`src/rtl/instr_mem_loader.sv`:
```
// instr_mem_loader: boot loader that writes a checksummed byte frame into instruction memory
// Frame format: length N (0 means 256), N instruction bytes, then the 8-bit sum of those bytes.
// Ports:
//   i_clk, i_reset (async, active low), i_start
//   i_in_valid, i_in_data, o_in_ready             byte stream handshake
//   o_mem_we, o_mem_addr, o_mem_wdata             instruction memory write port
//   o_cpu_reset, o_busy, o_done, o_error          core reset and load status
module instr_mem_loader #(
   parameter int DATA_W = 8,
   parameter int ADDR_W = 8
) (
   input  logic              i_clk,
   input  logic              i_reset,
   input  logic              i_start,
   input  logic              i_in_valid,
   input  logic [DATA_W-1:0] i_in_data,
   output logic              o_in_ready,
   output logic              o_mem_we,
   output logic [ADDR_W-1:0] o_mem_addr,
   output logic [DATA_W-1:0] o_mem_wdata,
   output logic              o_cpu_reset,
   output logic              o_busy,
   output logic              o_done,
   output logic              o_error
);
   typedef enum logic [2:0] {S_IDLE, S_LEN, S_DATA, S_CSUM, S_DONE, S_ERR} state_t;
   state_t r_state, w_next;
   logic [ADDR_W:0] r_len, r_addr, w_len;
   logic [DATA_W-1:0] r_sum;
   logic w_acc, w_last;
   assign w_acc  = i_in_valid & o_in_ready;
   // a length byte of zero encodes a full 2^ADDR_W image
   assign w_len  = (i_in_data == '0) ? {1'b1, {ADDR_W{1'b0}}} : (ADDR_W+1)'(i_in_data);
   // the address counter is one bit wider so index 255 is recognised as last without wrapping
   assign w_last = (r_addr + 1'b1) == r_len;
   always_comb begin
      w_next = r_state;
      case (r_state)
         S_IDLE, S_DONE, S_ERR: w_next = i_start ? S_LEN : r_state;
         S_LEN:  w_next = w_acc ? S_DATA : r_state;
         S_DATA: w_next = (w_acc && w_last) ? S_CSUM : r_state;
         S_CSUM: w_next = w_acc ? ((i_in_data == r_sum) ? S_DONE : S_ERR) : r_state;
         default: w_next = S_IDLE;
      endcase
   end
   // outputs are registered from the next state so they line up with the new state
   always_ff @(posedge i_clk or negedge i_reset) begin
      if (!i_reset) begin
         r_state     <= S_IDLE;
         r_len       <= '0;
         r_addr      <= '0;
         r_sum       <= '0;
         o_in_ready  <= 1'b0;
         o_mem_we    <= 1'b0;
         o_mem_addr  <= '0;
         o_mem_wdata <= '0;
         o_cpu_reset <= 1'b1;
         o_busy      <= 1'b0;
         o_done      <= 1'b0;
         o_error     <= 1'b0;
      end else begin
         r_state     <= w_next;
         o_in_ready  <= w_next inside {S_LEN, S_DATA, S_CSUM};
         o_busy      <= w_next inside {S_LEN, S_DATA, S_CSUM};
         o_done      <= w_next == S_DONE;
         o_error     <= w_next == S_ERR;
         o_cpu_reset <= w_next != S_DONE;
         o_mem_we    <= w_acc && r_state == S_DATA;
         if (w_acc && r_state == S_LEN) begin
            r_len  <= w_len;
            r_addr <= '0;
            r_sum  <= '0;
         end
         if (w_acc && r_state == S_DATA) begin
            o_mem_addr  <= r_addr[ADDR_W-1:0];
            o_mem_wdata <= i_in_data;
            r_sum       <= r_sum + i_in_data;
            r_addr      <= r_addr + 1'b1;
         end
      end
   end
endmodule

```
`config.mk`:
```
export PLATFORM = sky130hd
export DESIGN_NAME = instr_mem_loader
export DESIGN_NICKNAME = d
export VERILOG_FILES = /design/src/rtl/instr_mem_loader.sv
export SDC_FILE = /design/constraint.sdc
export NUM_CORES = 1
export LEC_CHECK = 0
export CAP_MARGIN = 25
export CELL_PAD_IN_SITES_DETAIL_PLACEMENT = 0
export CELL_PAD_IN_SITES_GLOBAL_PLACEMENT = 1
export CORE_MARGIN = 3
export CORE_UTILIZATION = 42
export CTS_CLUSTER_DIAMETER = 200
export DETAILED_ROUTE_END_ITERATION = 16
export PLACE_DENSITY = 0.81
export SYNTH_ARGS = -nofsm -noshare
export SYNTH_HDL_FRONTEND = slang
export SYNTH_SLANG_ARGS = --single-unit
export TNS_END_PERCENT = 10
```
`constraint.sdc`:
```
create_clock -name i_clk -period 2.1 [get_ports i_clk]
set_input_delay 0.63 -clock i_clk [delete_from_list [all_inputs] [get_ports i_clk]]
set_output_delay 0.63 -clock i_clk [all_outputs]
set_load 0.1 [all_outputs]
```
==> metrics.log <==
INFO  metric cp.required = 2.29 ns
INFO  metric synth-compound-area-share = 0.136
INFO  metric routed_wire_length_per_instance = 15.0 um
INFO  metric gr-usage-all-layers = 0.184
INFO  metric syn2layout_area_growth = 38.0%
INFO  metric async_reset_ff_frac = 1.00
INFO  metric viasPerCell = 5.27
INFO  metric clock_tree.htree_level_count = 2
INFO  metric first_global_vias = 2167
INFO  metric global_route.overflow_total = 0
INFO  metric drt_wl_total = 5990 um
INFO  metric crit_path_max_fanout = 2
INFO  metric timing.critical_path.to_type = register
INFO  metric dp_hpwl = 4290 um
INFO  metric firstDrtPassIters = 5
INFO  metric clock_tree.buffer_depth = 2
INFO  metric final_cells = 398
INFO  metric placement_rows = 27
INFO  metric area_of_the_die = 7020 um^2
INFO  metric detail-route-antenna-nets = 0
INFO  metric cts_buffers = 5
INFO  metric worstSetupStartpointType = input pin
INFO  metric ys_seq_area_frac = 0.493
INFO  metric layout.cells.most_common = nand2_1
INFO  metric synth_cell_types = 44
INFO  metric io_pins = 34
INFO  metric dpl-instance-area = 3320 um^2
INFO  metric final.period_utilization = 0.998
INFO  metric yosys-mux-area-fraction = 0.0355
INFO  metric switchingPower = 2.27 mW
INFO  metric finalHoldViolCount = 0
INFO  metric final-setup-viol-count = 0
INFO  metric class_of_the_tightest_hold_or_removal_check = in2async
INFO  metric fin_nets = 346
INFO  metric syn_avg_cell_area = 9.41 um^2
INFO  metric grt_antenna_before_repair = 0
INFO  metric synth_enable_flop_cells = 0
INFO  metric clk_transition_reported_paths = 0.09 ns
INFO  metric irDropWorstVdd = 1.11 mV
INFO  metric clock-sinks = 50
INFO  metric clock_tree.root_cell = clkbuf_8
INFO  metric p_sw_frac = 0.457
INFO  metric top_ff_cell_synth = dfrtp_1
INFO  metric criticalPathCategory = in2reg
INFO  metric place_ws = -0.574 ns
INFO  metric power.combinational.fraction = 0.570
INFO  metric final_period_minus_worst_setup_slack = 2.10 ns
INFO  metric syn-instance-count = 270
INFO  metric dieHeight = 83.8 um
INFO  metric critical_path.reg2reg.endpoint = r_sum[6]
INFO  metric layout_common_cells = nand2_1, dfrtp_1, buf_4, buf_12, o21ai_0
INFO  metric internal_power = 2.69 mW
INFO  metric max_slew.worst_pin.slew = 0.376 ns
INFO  metric drt_first_iter_violations = 121
INFO  metric power_frac_clock = 0.111
INFO  metric synthesized_area_fraction_occupied_by_adder_cells = 0.0473
INFO  metric worstRegToRegCells = 8
INFO  metric ctsHoldBuffers = 0
INFO  metric report.final.slew_viol_count = 0
INFO  metric insertion_delay = 0.30 ns
INFO  metric cap_violations = 0
INFO  metric r2r_start = r_sum[0]
INFO  metric drive_above_1_share = 0.258
INFO  metric post-route-util = 0.618
INFO  metric fmax = 477 MHz
INFO  metric antennaDiodeCount = 0
INFO  metric stdcell_area = 3500 um^2
INFO  metric syn_nets = 291
INFO  metric seq_power_share = 0.319
INFO  metric route.vias.total = 2099
INFO  metric die_width = 83.8 um
INFO  metric critical_path_arrival = 2.29 ns
INFO  metric grt_max_degree = 36
INFO  metric timing.clock.skew = 0.00531 ns
INFO  metric ys.warnings.count = 0
INFO  metric drcViolationCount = 0
INFO  metric post_synth_instance_area = 2540 um^2
INFO  metric synth_top_family_by_area = simple AND/OR/NAND/NOR gates
INFO  metric placed_cells = 389
INFO  metric grt_setup_unrepaired = true
INFO  metric run_status = complete, no violations
INFO  metric synthXorXnorAreaFrac = 0.0655
INFO  metric p_per_area = 1410 nW/um^2
INFO  metric synth_seq_cells = 50
INFO  metric portBuffers = 33
INFO  metric timing.reg2reg.setup_slack = 0.16 ns
INFO  metric design.core.area = 5680 um^2
INFO  metric cts_tree = done
INFO  metric gp_weighted_congestion = 0.853
INFO  metric leakagePower = 1.63 nW
INFO  metric floorplan.initialDensity = 0.448
INFO  metric synthSimpleGateAreaFrac = 0.181
INFO  metric worst_slack_setup_final = 0.00321 ns
INFO  metric grt_pass1_wl = 10600 um
INFO  metric maxSlewHeadroom = 0.747
[stage by stage]
step / total power [mW] / TNS [ns] / hold WS [ns]
2_1_floorplan: 3.29 / -0.0655 / 0.334
3_3_place_gp: 4.23 / -6.68 / 0.471
3_5_place_dp: 4.28 / -7.27 / 0.478
4_1_cts: 4.93 / 0 / 0.243
5_1_grt: 5.26 / -0.0362 / 0.257
6_report: 4.96 / 0 / 0.231
[cell usage after synthesis, types with 2 or more instances]
master	number	area share
nor3_1	4	0.0079
clkbuf_1	6	0.0089
dfrtp_1	49	0.48
nor2_1	13	0.019
and3_1	3	0.0074
nor2b_1	2	0.0049
o31ai_1	2	0.0059
nand2b_1	2	0.0049
buf_2	4	0.0079
a21o_1	2	0.0059
xor2_1	6	0.021
or3_1	3	0.0074
o21a_1	2	0.0059
inv_1	8	0.012
a22o_1	3	0.010
nand3_1	6	0.012
a31oi_1	2	0.0049
nand2_1	64	0.095
nor4_1	3	0.0074
a21oi_1	14	0.028
o21ai_0	21	0.041
buf_6	2	0.0089
nand4_1	2	0.0049
xnor2_1	13	0.045
mux2_2	8	0.035
ha_1	8	0.039
[logic make-up (layout without fill, tap and decap cells)]
logic type               after synthesis  after routing
AND/OR/NAND/NOR                      105            105
XOR/XNOR                              19             19
AO/OA/AOI/OAI                         57             57
multiplexers                           8              8
flip-flops                            50             50
buffers and inverters                 22             78
adder cells (fa/ha/maj)                9              9
[worst max-delay path: stages]
cell and delay (ns):
dlygate4sd2_1 0.25, ha_2 0.19, fa_2 0.34, a21o_1 0.18
a21oi_2 0.17, o21ai_0 0.12, a21oi_1 0.18, xor2_1 0.16
o21ai_1 0.07
[power by group through the flow]
stage / logic [mW] / registers (mW) / clock network (mW)
2_1_floorplan: 1.06 / 2.24 / 0
3_3_place_gp: 2.66 / 1.56 / 0
3_5_place_dp: 2.70 / 1.58 / 0
4_1_cts: 2.77 / 1.57 / 0.578
5_1_grt: 3.02 / 1.63 / 0.610
6_report: 2.82 / 1.58 / 0.550
[state kept, by name, summed over array words and instances (netlist names)]
register	flops
o_cpu_reset	1
o_error	1
o_done	1
o_mem_we	1
r_sum	8
o_mem_wdata	8
r_state	3
r_len	9
r_addr	9
o_mem_addr	8
o_busy	1
[final cells by class]
type                       count  area, um^2
inverter                       9        33.8
fill                         477        2170
timing repair buffer          61         771
multi-input combinational    198        1270
clock inverter                 2        10.0
tap                           72        90.1
clock buffer                   6        72.6
sequential                    50        1250
[per-layer routing]
| layer | GRT usage | routed length [um] | part of all wire |
|---|---|---|---|
| met1 | 0.243 | 2720 | 0.45 |
| met2 | 0.298 | 2950 | 0.49 |
| met3 | 0.0365 | 205 | 0.034 |
| met4 | 0.0687 | 110 | 0.018 |
| met5 | 0 | 0 | 0 |
[worst max-delay path by stage]
stage / start / cells after the start / endpoint / slack [ns]
floorplan: i_in_data[0] / 8 / r_sum[6] / -0.07
global placement: i_in_data[0] / 9 / r_sum[6] / -0.55
detailed placement: i_in_data[0] / 9 / r_sum[6] / -0.57
CTS: i_in_data[6] / 9 / r_sum[7] / 0.01
global route: i_in_data[0] / 9 / r_sum[6] / -0.04
finish: i_in_data[0] / 9 / r_sum[6] / 0.003
[timing repair]
action	in CTS	in global routing
resized for setup	14	9
setup buffers	1	0
setup endpoints to repair	9	6
pin swaps	5	4
gates cloned	0	0
(Power assumes the default switching activity.)
